[src/rtl/mac_accum_param_2_pkg.sv]
// Shared constants for the layer-2 multiply-accumulate front end.
package mac_accum_param_2_pkg;

  localparam int DEF_DATA_WIDTH           = 16;
  localparam int DEF_ACCUM_DATA_WIDTH     = 44;
  localparam int DEF_KERNEL_LEN           = 25;
  localparam int DEF_COUNT_SLOAD_BITWIDTH = 5;

endpackage

[src/rtl/mac_accum_param_2_mult.sv]
// Signed DATA_WIDTH x DATA_WIDTH multiplier with a registered product (stage 1).
module mult_param_2
  import mac_accum_param_2_pkg::*;
#(
  parameter int DATA_WIDTH = DEF_DATA_WIDTH
) (
  input  logic                      clock,
  input  logic                      reset,
  input  logic                      load,
  input  logic [DATA_WIDTH-1:0]     a,
  input  logic [DATA_WIDTH-1:0]     b,
  output logic [2*DATA_WIDTH-1:0]   prod
);

  localparam int PW = 2 * DATA_WIDTH;

  logic signed [PW-1:0] a_ext;
  logic signed [PW-1:0] b_ext;
  logic [PW-1:0]        prod_q;
  logic [PW-1:0]        prod_d;

  // Extend both operands to full product width so the low PW bits are the exact signed product.
  assign a_ext = {{DATA_WIDTH{a[DATA_WIDTH-1]}}, a};
  assign b_ext = {{DATA_WIDTH{b[DATA_WIDTH-1]}}, b};

  always_comb begin
    // NOTE: the hold value is assigned first so every path writes prod_d and no latch is inferred.
    prod_d = prod_q;
    if (load) prod_d = a_ext * b_ext;
  end

  always_ff @(posedge clock) begin
    // NOTE: state registers use non-blocking assignments so all flops update from pre-edge values.
    if (!reset) prod_q <= '0;
    else        prod_q <= prod_d;
  end

  assign prod = prod_q;

endmodule

[src/rtl/mac_accum_param_2.sv]
// Windowed signed dot product: beat counter, registered multiply, sload accumulator.
module mac_accum_param_2
  import mac_accum_param_2_pkg::*;
#(
  parameter int DATA_WIDTH           = DEF_DATA_WIDTH,
  parameter int ACCUM_DATA_WIDTH     = DEF_ACCUM_DATA_WIDTH,
  parameter int KERNEL_LEN           = DEF_KERNEL_LEN,
  parameter int COUNT_SLOAD_BITWIDTH = DEF_COUNT_SLOAD_BITWIDTH
) (
  input  logic                            clock,
  input  logic                            reset,
  input  logic                            enable,
  input  logic                            in_valid,
  input  logic [DATA_WIDTH-1:0]           data_in,
  input  logic [DATA_WIDTH-1:0]           weight_in,
  output logic [ACCUM_DATA_WIDTH-1:0]     result,
  output logic [COUNT_SLOAD_BITWIDTH-1:0] count_sload,
  output logic                            result_valid
);

  localparam int PW = 2 * DATA_WIDTH;
  localparam int AW = ACCUM_DATA_WIDTH;
  localparam int CW = COUNT_SLOAD_BITWIDTH;
  localparam logic [CW-1:0] LAST_IDX = CW'(KERNEL_LEN - 1);

  logic          accept;
  logic [PW-1:0] prod;
  logic [AW-1:0] prod_ext;

  logic [CW-1:0] count_q,  count_d;
  logic [CW-1:0] idx_q,    idx_d;
  logic          v1_q,     v1_d;
  logic [AW-1:0] acc_q,    acc_d;
  logic [AW-1:0] result_q, result_d;
  logic          rv_q,     rv_d;

  assign accept = enable && in_valid;

  mult_param_2 #(
    .DATA_WIDTH (DATA_WIDTH)
  ) u_mult (
    .clock (clock),
    .reset (reset),
    .load  (accept),
    .a     (data_in),
    .b     (weight_in),
    .prod  (prod)
  );

  assign prod_ext = {{(AW - PW){prod[PW-1]}}, prod};

  always_comb begin
    count_d  = count_q;
    idx_d    = idx_q;
    v1_d     = v1_q;
    acc_d    = acc_q;
    result_d = result_q;
    rv_d     = 1'b0;

    if (accept) begin
      idx_d   = count_q;
      count_d = (count_q == LAST_IDX) ? '0 : count_q + 1'b1;
    end

    if (enable) v1_d = in_valid;

    // Index 0 reloads the accumulator, which drops the previous window without a separate clear.
    if (enable && v1_q) begin
      acc_d = (idx_q == '0) ? prod_ext : acc_q + prod_ext;
      if (idx_q == LAST_IDX) begin
        result_d = acc_q + prod_ext;
        rv_d     = 1'b1;
      end
    end
  end

  always_ff @(posedge clock) begin
    if (!reset) begin
      count_q  <= '0;
      idx_q    <= '0;
      v1_q     <= 1'b0;
      acc_q    <= '0;
      result_q <= '0;
      rv_q     <= 1'b0;
    end else begin
      count_q  <= count_d;
      idx_q    <= idx_d;
      v1_q     <= v1_d;
      acc_q    <= acc_d;
      result_q <= result_d;
      rv_q     <= rv_d;
    end
  end

  assign result       = result_q;
  assign count_sload  = count_q;
  assign result_valid = rv_q;

endmodule

[config.mk]
export PLATFORM = sky130hd
export DESIGN_NAME = mac_accum_param_2
export DESIGN_NICKNAME = d
export VERILOG_FILES = /design/src/rtl/mac_accum_param_2_pkg.sv /design/src/rtl/mac_accum_param_2_mult.sv /design/src/rtl/mac_accum_param_2.sv
export SDC_FILE = /design/constraint.sdc
export NUM_CORES = 1
export LEC_CHECK = 0
export CORE_MARGIN = 5
export CORE_UTILIZATION = 45
export CTS_BUF_LIST = sky130_fd_sc_hd__clkbuf_2 sky130_fd_sc_hd__clkbuf_4 sky130_fd_sc_hd__clkbuf_8
export CTS_CLUSTER_DIAMETER = 150
export DETAILED_ROUTE_END_ITERATION = 10
export PLACE_DENSITY = 0.68
export SLEW_MARGIN = 20
export SYNTH_ARGS = -nofsm -noshare
export SYNTH_HDL_FRONTEND = slang
export SYNTH_SLANG_ARGS = --single-unit
[constraint.sdc]
create_clock -name clock -period 15.84 [get_ports clock]
set_clock_uncertainty 0.15 [all_clocks]
set_input_delay 4.752 -clock clock [delete_from_list [all_inputs] [get_ports clock]]
set_output_delay 4.752 -clock clock [all_outputs]
set_load 0.02 [all_outputs]
==> results.cfg, run 1 <==
[critical_path]
class_of_the_most_critical_setup_path = primary input to flip-flop
worst-path-max-fanout = 16
end_kind = flip-flop
crit_required_ns = 16.10
startpoint_type = primary input
worst_ep_arrival_time_ns = 11.52

[synthesis]
post_synth_instance_area_um2 = 17400
syn-instance-count = 2083
yosysWarnings = 0
asyncSetResetFlopFracSynth = 0
ys_ff_latch = 132
synthFlopType = sky130_fd_sc_hd__dfxtp_1
share_of_synthesized_area_occupied_by_flip_flops_and_latches = 0.152
syn_avg_cell_area_um2 = 8.36
post_synth_num_cell_types = 71
syn-num-nets = 2509
synth_edf_count = 0

[route]
wl_per_cell_um = 16.0
detail_route.vias_per_cell = 5.31
detail-route-antenna-nets = 0
detail_route.drc_violations = 0
drt_iter0_drc = 757
number_of_detailed_route_iterations_in_the_first_pass = 5
routed_wl_um = 42100
total_number_of_vias = 13989

[floorplanning]
die_width_um = 207
area_of_the_core_um2 = 38500
dieArea_um2 = 42700
die_height_um = 207
floorplan.io_pins = 86
initial_utilization = 0.453
placementRows = 72

[sta]
unrepaired_setup_endpoints_after_global_routing = no
totalNegativeSetupSlack_ns = 0
fmaxAchievable_mhz = 88.8
timing.final.max_slew_violations = 0
timing_worst_slew_pin_value_ns = 0.995
hold_viol = 0
min_cycle_time_layout_ns = 11.26
worst_slew_margin_rel = 0.335
finalSetupViolations = 0
period_share = 0.711

[clocking]
clockRootBuffer = sky130_fd_sc_hd__clkbuf_8
tritoncts_num_sinks = 132
cts-buffers-inserted = 17
clk-insertion-delay-late_ns = 0.46
cts_tree = yes
cts_buffer_depth = 2
cts.clk_slew.worst_paths_ns = 0.08
h_tree_lvl_count = 4
ctsResizeCount = 0
total_setup_buffers_inserted_after_cts = 0
hold_buffers = 0

[global_routing]
grt_first_pass_wirelength_um = 71100
grt_max_degree = 72
globalRouteOverflowTotal = 0
number_of_antenna_violations_at_the_first_check_in_global_routing = 0
grt.total_usage = 0.201
first_global_vias = 14276

[power]
cellPowerDensity_nw_per_um2 = 217
total_power_after_layout_mw = 4.13
vdd_drop_max_v = 0.000223
leakagePower_nw = 8.63

[cells_and_area]
post_route_cells_drive_above_1_share = 0.0335
num_antenna_cells = 0
layout.nets = 2530
area.growth.synth_to_final_pct = 9.49

[placement]
buffers_on_ports = 85
routabilityCongestion = 0.916
detailed_placer_s_ending_hpwl_um = 32900

[min_path]
worst_hold_path_type = flip-flop to flip-flop

[outcome]
run_status = finished clean

[job]
maxCapViolations = 0
## logic make-up (layout without fill, tap and decap cells)
logic type,count (synthesis),after routing,share of synthesized area
AND/OR/NAND/NOR,694,694,0.189
XOR/XNOR,66,66,0.0332
AO/OA/AOI/OAI,366,366,0.136
multiplexers,7,7,0.00409
buffers and inverters,428,462,0.0929
flip-flops,132,132,0.152
adder cells (fa/ha/maj),390,390,0.394
## final cells by class
class | count | area (um^2)
Fill cell | 3717 | 19400
Multi-Input combinational cell | 1523 | 13200
Sequential cell | 132 | 2640
Inverter | 334 | 1250
Timing Repair Buffer | 96 | 928
Tap cell | 518 | 648
Clock buffer | 19 | 255
Clock inverter | 13 | 174
## placed cells by master (no fill, tap or decap), types with 17 or more instances in the layout
cell and count:
sky130_fd_sc_hd__a21oi_1 133, sky130_fd_sc_hd__nand2_1 321, sky130_fd_sc_hd__clkbuf_8 18, sky130_fd_sc_hd__inv_1 333, sky130_fd_sc_hd__nand3_1 38, sky130_fd_sc_hd__or3_1 17, sky130_fd_sc_hd__nor2_1 105, sky130_fd_sc_hd__a31oi_1 19
sky130_fd_sc_hd__a21o_1 19, sky130_fd_sc_hd__o21ai_0 63, sky130_fd_sc_hd__ha_1 127, sky130_fd_sc_hd__and2_1 122, sky130_fd_sc_hd__dfxtp_1 132, sky130_fd_sc_hd__xnor2_1 47, sky130_fd_sc_hd__nor3_1 20, sky130_fd_sc_hd__a211oi_1 27
sky130_fd_sc_hd__xor2_1 19, sky130_fd_sc_hd__a311oi_1 21, sky130_fd_sc_hd__fa_1 263, sky130_fd_sc_hd__clkdlybuf4s50_1 84
## through the flow
| step | cells | util | hold slack, ns | worst slack [ns] | area, um^2 |
|---|---|---|---|---|---|
| 6_report | 2635 | 0.496 | 0.300 | 4.58 | 19100 |
| 5_1_grt | 2635 | 0.496 | 0.327 | 4.14 | 19100 |
| 4_1_cts | 2635 | 0.496 | 0.307 | 4.61 | 19100 |
| 3_5_place_dp | 2603 | 0.485 | 0.297 | 4.12 | 18600 |
| 3_3_place_gp | 2603 | 0.485 | 0.290 | 4.22 | 18600 |
| 2_1_floorplan | 2083 | - | 0.281 | 5.09 | 17400 |
## cells in the mapped netlist, drive strengths merged (20+ instances only)
library cell | number | area [um^2]
inv | 334 | 1250
nand2 | 321 | 1200
fa | 263 | 5270
a21oi | 133 | 666
dfxtp | 132 | 2640
ha | 127 | 1590
and2 | 123 | 769
nor2 | 105 | 394
clkbuf | 82 | 308
o21ai | 66 | 330
xnor2 | 47 | 412
nand3 | 38 | 190
a211oi | 28 | 215
nor3 | 22 | 110
a311oi | 21 | 184
a21o | 20 | 151
a31oi | 20 | 131
## path summary, 6_finish.rpt
path                                                   from                           end  slack, ns  cells past startpoint
worst max register to register  u_mult.prod[0]$_SDFFE_PN0P_        acc_q[22]$_SDFFE_PN0P_      12.45                     12
worst min-delay path                result[11]$_SDFFE_PN0P_       result[11]$_SDFFE_PN0P_       0.30                      2
worst max-delay path                           weight_in[1]  u_mult.prod[28]$_SDFFE_PN0P_       4.58                     19
worst min register to register      result[11]$_SDFFE_PN0P_       result[11]$_SDFFE_PN0P_       0.30                      2
## per-layer routing
metal  vias up  routed length [um]  track usage
li1       6737                   -            -
met1      6825               20400        0.287
met2       370               18800        0.323
met3        57                2220       0.0303
met4         0                 718       0.0548
met5         -                   0            0
## flip-flops by register name, indices dropped and copies added (netlist names)
name          flops
u_mult.prod      32
acc_q            44
v1_q              1
count_sload       5
result           44
result_valid      1
idx_q             5
## power by group
part	leakage (nW)	switching (mW)	internal, mW	total [mW]
Sequential	1.07	0.0221	0.359	0.381
Clock	0.207	0.146	0.164	0.310
Combinational	7.35	1.95	1.49	3.44
Total	8.63	2.12	2.01	4.13
## critical path, stage by stage
cell	delay (ns)
sky130_fd_sc_hd__clkdlybuf4s50_1	0.86
sky130_fd_sc_hd__nand2_1	0.19
sky130_fd_sc_hd__inv_1	0.17
sky130_fd_sc_hd__fa_1	0.52
sky130_fd_sc_hd__fa_1	0.67
sky130_fd_sc_hd__inv_1	0.18
sky130_fd_sc_hd__fa_1	0.51
sky130_fd_sc_hd__fa_1	0.57
sky130_fd_sc_hd__fa_1	0.43
sky130_fd_sc_hd__fa_1	0.49
sky130_fd_sc_hd__inv_1	0.04
sky130_fd_sc_hd__ha_1	0.31
sky130_fd_sc_hd__nand4_1	0.20
sky130_fd_sc_hd__nor2_1	0.10
sky130_fd_sc_hd__or3_1	0.37
sky130_fd_sc_hd__o211a_1	0.24
sky130_fd_sc_hd__or2_2	0.30
sky130_fd_sc_hd__a2111oi_0	0.40
sky130_fd_sc_hd__o31a_1	0.19
No activity file was read; power rests on OpenSTA's default activity.
==> run 2, diff against run 1 <==
- PLACE_DENSITY: 0.68 -> 0.7
- clock period: 15.84 -> 9.7 ns (I/O delays scaled with it)
==> run 2 against run 1 <==
  * Wire length increased by 1.1%
  * Via count increased by 1.9%
  * Design area is 1.9% higher
  * Global-route usage rose by 0.58 points
  * Critical path type unchanged
  * Largest power group unchanged
==> results.cfg, run 2 (same netlist as run 1, synthesis figures left out) <==
[sta]
timing_worst_slew_pin_value_ns = 1.01
final.setup.worst_slack_ns = 0.445
totalNegativeSetupSlack_ns = 0
hold_viol = 0
unrepaired_setup_endpoints_after_global_routing = no
finalSetupViolations = 0
fmaxAchievable_mhz = 108
period_share = 0.954
timing.final.max_slew_violations = 0
min_cycle_time_layout_ns = 9.26
worst_slew_margin_rel = 0.327

[power]
cellPowerDensity_nw_per_um2 = 359
leakagePower_nw = 8.87
vdd_drop_max_v = 0.000401

[route]
total_number_of_vias = 14255
detail_route.drc_violations = 0
detail_route.vias_per_cell = 5.31
routed_wl_um = 42600
wl_per_cell_um = 15.9
detail-route-antenna-nets = 0
drt_iter0_drc = 956
number_of_detailed_route_iterations_in_the_first_pass = 5

[global_routing]
grt_first_pass_wirelength_um = 73200
grt_max_degree = 73
first_global_vias = 14827
globalRouteOverflowTotal = 0
grt.total_usage = 0.207
number_of_antenna_violations_at_the_first_check_in_global_routing = 0

[critical_path]
crit_required_ns = 9.97
worstReg2RegEnd = acc_q[22]$_SDFFE_PN0P_
startpoint_type = primary input
worst_ep_arrival_time_ns = 9.53
r2r-start = u_mult.prod[0]$_SDFFE_PN0P_
worst-path-max-fanout = 8
r2r_worst_path_depth = 12
reg2reg_slack_ns = 6.24
class_of_the_most_critical_setup_path = primary input to flip-flop
critical_path.startpoint = data_in[15]
end_kind = flip-flop

[min_path]
hold_path_startpoint = result[12]$_SDFFE_PN0P_
worst_hold_path_type = flip-flop to flip-flop
min_delay_worst_endpoint = result[12]$_SDFFE_PN0P_
min_path_cells = 2

[outcome]
run_status = finished clean

[cells_and_area]
area.growth.synth_to_final_pct = 11.6
layout.nets = 2580
mostFrequentLayoutCells = sky130_fd_sc_hd__inv_1 (333), sky130_fd_sc_hd__nand2_1 (321), sky130_fd_sc_hd__fa_1 (263)
num_antenna_cells = 0
stdcell_count = 2685
post_route_cells_drive_above_1_share = 0.0558
most_common_library_cell_in_the_layout_ignoring_fill_and_taps = sky130_fd_sc_hd__inv_1
fin_util = 0.505
filler_cell_count = 3650
finalInstanceArea_um2 = 19400

[placement]
buffers_on_ports = 85
dp_worst_setup_slack_ns = -0.0202
placement.cell_area_um2 = 19000
detailed_placer_s_ending_hpwl_um = 34200
routabilityCongestion = 0.940
place_inst = 2653

[clocking]
clk-insertion-delay-late_ns = 0.48
clockRootBuffer = sky130_fd_sc_hd__clkbuf_8
cts_buffer_depth = 2
h_tree_lvl_count = 4
cts_tree = yes
ctsResizeCount = 0
hold_buffers = 0
total_setup_buffers_inserted_after_cts = 0
cts.clk_slew.worst_paths_ns = 0.08
tritoncts_num_sinks = 132
cts-buffers-inserted = 17

[job]
maxCapViolations = 0

[floorplanning]
die_height_um = 207
floorplan.io_pins = 86
area_of_the_core_um2 = 38500
placementRows = 72
initial_utilization = 0.453
dieArea_um2 = 42700
die_width_um = 207
[run 2: final cells by class]
class / instances / area, um^2 / share of cell area
Clock buffer: 18 / 241 / 0.0124
Multi-Input combinational cell: 1523 / 13200 / 0.677
Clock inverter: 14 / 166 / 0.00856
Inverter: 334 / 1250 / 0.0645
Sequential cell: 132 / 2640 / 0.136
Timing Repair Buffer: 146 / 1320 / 0.0677
Tap cell: 518 / 648 / 0.0333
[run 2: metrics by stage]
stage               power, mW  hold WS [ns]
CTS                      7.00         0.309
detailed placement       6.47         0.297
global route             7.85         0.323
finish                   6.98         0.306
global placement         6.33         0.291
floorplan                5.14         0.281
[run 2: routing by layer]
layer  up-vias  wire, um  global-route usage
li1       6838         -                   -
met1      6952     20100               0.290
met2       403     19600               0.345
met3        62      2200              0.0262
met4         0       701              0.0500
met5         -         0                   0
[run 2: critical path: stages]
cell and delay [ns]:
sky130_fd_sc_hd__clkdlybuf4s50_1 0.61, sky130_fd_sc_hd__nand2_1 0.22, sky130_fd_sc_hd__inv_1 0.10, sky130_fd_sc_hd__fa_1 0.70, sky130_fd_sc_hd__fa_1 0.50, sky130_fd_sc_hd__fa_1 0.51
sky130_fd_sc_hd__fa_1 0.51, sky130_fd_sc_hd__fa_1 0.50, sky130_fd_sc_hd__inv_1 0.05, sky130_fd_sc_hd__fa_1 0.47, sky130_fd_sc_hd__inv_1 0.04, sky130_fd_sc_hd__ha_1 0.33
sky130_fd_sc_hd__a21oi_1 0.26, sky130_fd_sc_hd__o21a_1 0.17, sky130_fd_sc_hd__nor2_1 0.06, sky130_fd_sc_hd__or3_1 0.37, sky130_fd_sc_hd__o211a_1 0.25, sky130_fd_sc_hd__or2_2 0.30
sky130_fd_sc_hd__a2111oi_0 0.47, sky130_fd_sc_hd__o31a_1 0.20
[run 2: worst max-delay path by stage]
| stage | endpoint | slack (ns) | cells past startpoint |
|---|---|---|---|
| 2_1_floorplan | u_mult.prod[28]$_SDFFE_PN0P_ | 0.80 | 19 |
| 3_3_place_gp | u_mult.prod[28]$_SDFFE_PN0P_ | 0.20 | 22 |
| 3_5_place_dp | u_mult.prod[28]$_SDFFE_PN0P_ | -0.02 | 20 |
| 4_1_cts | u_mult.prod[28]$_SDFFE_PN0P_ | 0.50 | 20 |
| 5_1_grt | u_mult.prod[28]$_SDFFE_PN0P_ | 0.12 | 22 |
| 6_report | u_mult.prod[28]$_SDFFE_PN0P_ | 0.44 | 20 |
[run 2: power by group]
part	switching, mW	internal (mW)	leakage [nW]
registers	0.0328	0.586	1.07
clock network	0.252	0.240	0.199
logic	3.26	2.61	7.60
total	3.55	3.44	8.87
==> run 3, diff against run 2 <==
- CORE_MARGIN: 5 -> 10
- MAX_ROUTING_LAYER: not set -> met4
- SYNTH_HIERARCHICAL: not set -> 1
==> run 3 against run 2 <==
  * Worst setup slack better by 0.056 ns
  * Sequential share of layout area hardly changed
  * Non-clock buffer count is 23 lower
  * Design area hardly changed
  * Utilization is 0.39 points lower
  * Register-to-register slack worse by 0.37 ns
  * Count of clock-buffer cells in the layout is 4 higher
  * Wire length is 1.2% higher
  * Final cell count is 1.4% lower
  * Largest cell class unchanged
==> results.cfg, run 3 <==
[outcome]
run_status = finished clean

[job]
maxCapViolations = 0

[sta]
timing.final.max_slew_violations = 0
fmaxAchievable_mhz = 109
min_cycle_time_layout_ns = 9.20
period_share = 0.948
totalNegativeSetupSlack_ns = 0
unrepaired_setup_endpoints_after_global_routing = no
worst_slew_margin_rel = 0.409
timing_worst_slew_pin_value_ns = 0.887
finalSetupViolations = 0
hold_viol = 0

[route]
detail_route.drc_violations = 0
wl_per_cell_um = 16.3
detail-route-antenna-nets = 0
routed_wl_um = 43100
total_number_of_vias = 14278
drt_iter0_drc = 927
detail_route.vias_per_cell = 5.39
number_of_detailed_route_iterations_in_the_first_pass = 5

[min_path]
worst_hold_path_type = flip-flop to flip-flop
min_path_cells = 2
min_delay_worst_endpoint = result[41]$_SDFFE_PN0P_
hold_path_startpoint = result[41]$_SDFFE_PN0P_

[cells_and_area]
regArea_um2 = 2640
most_common_library_cell_in_the_layout_ignoring_fill_and_taps = sky130_fd_sc_hd__nand2_1
post_route_cells_drive_above_1_share = 0.0446
num_antenna_cells = 0
area.growth.synth_to_final_pct = 10.1
filler_cell_count = 3678
multi_input_comb_area_um2 = 13500
layout.nets = 2544
stdcell_count = 2648
mostFrequentLayoutCells = sky130_fd_sc_hd__nand2_1 (331), sky130_fd_sc_hd__inv_1 (305), sky130_fd_sc_hd__fa_1 (263)

[synthesis]
ys_ff_latch = 132
yosysWarnings = 6
syn-num-nets = 2500
synth_top_cells_by_area = sky130_fd_sc_hd__fa_1 (30%), sky130_fd_sc_hd__dfxtp_1 (15%), sky130_fd_sc_hd__ha_1 (9.0%)
synth_largest_area_cell = sky130_fd_sc_hd__fa_1
synth.top_cells.by_count = sky130_fd_sc_hd__nand2_1 (331), sky130_fd_sc_hd__inv_1 (306), sky130_fd_sc_hd__fa_1 (263), sky130_fd_sc_hd__dfxtp_1 (132), sky130_fd_sc_hd__and2_1 (129)
synthMostInstantiatedCell = sky130_fd_sc_hd__nand2_1
synthFlopType = sky130_fd_sc_hd__dfxtp_1
synth.top_cell.area_share = 0.299
post_synth_instance_area_um2 = 17600
asyncSetResetFlopFracSynth = 0
share_of_synthesized_area_occupied_by_flip_flops_and_latches = 0.150
synth_edf_count = 0
syn_avg_cell_area_um2 = 8.50
syn-instance-count = 2074
post_synth_num_cell_types = 74

[global_routing]
grt_max_degree = 76
first_global_vias = 15203
globalRouteOverflowTotal = 0
grt.total_usage = 0.193
number_of_antenna_violations_at_the_first_check_in_global_routing = 0
grt_first_pass_wirelength_um = 73600

[critical_path]
crit_required_ns = 9.89
r2r_worst_path_depth = 12
worstReg2RegEnd = result[36]$_SDFFE_PN0P_
r2r-start = u_mult/prod[0]$_SDFFE_PN0P_
reg2reg_slack_ns = 5.87
class_of_the_most_critical_setup_path = primary input to flip-flop
startpoint_type = primary input
worst-path-max-fanout = 16
worst_ep_arrival_time_ns = 9.39
end_kind = flip-flop

[floorplanning]
die_height_um = 218
die_width_um = 218
dieArea_um2 = 47500
area_of_the_core_um2 = 38700
floorplan.io_pins = 86
initial_utilization = 0.455
placementRows = 72

[clocking]
total_setup_buffers_inserted_after_cts = 0
clk-insertion-delay-late_ns = 0.46
hold_buffers = 0
cts-buffers-inserted = 17
clockRootBuffer = sky130_fd_sc_hd__clkbuf_8
cts.clk_slew.worst_paths_ns = 0.08
cts_buffer_depth = 2
h_tree_lvl_count = 4
tritoncts_num_sinks = 132
cts_tree = yes
ctsResizeCount = 0

[placement]
detailed_placer_s_ending_hpwl_um = 34500
place_inst = 2617
buffers_on_ports = 85
routabilityCongestion = 0.930
==> run 3: cell count changes in the layout (fill, tap and decap cells not counted), sizes merged, moves of 26 or more <==
| cell | change |
|---|---|
| inv | -38 |
| nor2 | -40 |
| a21boi | +47 |
| a21oi | -37 |
| o211a | +26 |
==> run 3: worst max-delay path by stage <==
stage,slack (ns),endpoint,start
2_1_floorplan,0.94,u_mult/prod[28]$_SDFFE_PN0P_,data_in[15]
3_3_place_gp,0.20,u_mult/prod[31]$_SDFFE_PN0P_,data_in[12]
3_5_place_dp,0.15,u_mult/prod[31]$_SDFFE_PN0P_,data_in[12]
4_1_cts,0.61,u_mult/prod[31]$_SDFFE_PN0P_,data_in[12]
5_1_grt,0.29,u_mult/prod[31]$_SDFFE_PN0P_,data_in[12]
6_report,0.50,u_mult/prod[31]$_SDFFE_PN0P_,data_in[12]
==> run 3: cell type report <==
| class | instances | share of cell area |
|---|---|---|
| repair buffers | 123 | 0.0584 |
| multi-input cells | 1538 | 0.694 |
| inverters | 306 | 0.0592 |
| flip-flops and latches | 132 | 0.136 |
| clock inverters | 9 | 0.00425 |
| clock buffers | 22 | 0.0143 |
| well taps | 518 | 0.0334 |
==> run 3: metrics by stage <==
| stage | cell area (um^2) | util | hold WS [ns] | setup slack [ns] |
|---|---|---|---|---|
| global placement | 19100 | 0.492 | 0.299 | 0.203 |
| detailed placement | 19100 | 0.492 | 0.304 | 0.149 |
| global route | 19400 | 0.501 | 0.339 | 0.288 |
| CTS | 19400 | 0.501 | 0.315 | 0.607 |
| finish | 19400 | 0.501 | 0.313 | 0.501 |
| floorplan | 17600 | - | 0.289 | 0.936 |
==> run 3: cells by family (layout without fill, tap and decap cells) <==
kind of cell    count (synthesis)  in the layout  synth area share
xor+xnor                       76             76            0.0377
fa+ha+maj                     390            390             0.389
flops                         132            132             0.150
buf+inv                       404            460            0.0861
mux                            21             21            0.0122
simple gates                  695            695             0.190
compound gates                356            356             0.136
==> run 3: critical path, stage by stage <==
cell                              delay, ns
sky130_fd_sc_hd__clkdlybuf4s50_1       0.80
sky130_fd_sc_hd__and2_1                0.39
sky130_fd_sc_hd__fa_1                  0.54
sky130_fd_sc_hd__inv_1                 0.05
sky130_fd_sc_hd__fa_1                  0.46
sky130_fd_sc_hd__fa_1                  0.53
sky130_fd_sc_hd__inv_1                 0.06
sky130_fd_sc_hd__fa_1                  0.49
sky130_fd_sc_hd__fa_1                  0.49
sky130_fd_sc_hd__inv_1                 0.05
sky130_fd_sc_hd__fa_1                  0.48
sky130_fd_sc_hd__inv_1                 0.04
sky130_fd_sc_hd__ha_1                  0.41
sky130_fd_sc_hd__o21ai_0               0.14
sky130_fd_sc_hd__a21oi_1               0.27
sky130_fd_sc_hd__nand2b_1              0.15
sky130_fd_sc_hd__o21ai_0               0.16
sky130_fd_sc_hd__nor3_2                0.19
sky130_fd_sc_hd__a31oi_1               0.15
sky130_fd_sc_hd__o311a_1               0.38
sky130_fd_sc_hd__o31a_1                0.27
==> run 3: metal layers <==
metal	GRT usage	vias to the layer above	wire, um
met5	-	-	0
met4	0.0685	0	1420
met3	0.0204	96	1580
met2	0.347	325	22700
met1	0.218	7107	17400
li1	-	6750	-
Power of run 3 is left out: the tool's default activity adds up to more than one toggle a clock period on the data nets, which glitch-free logic cannot reach.
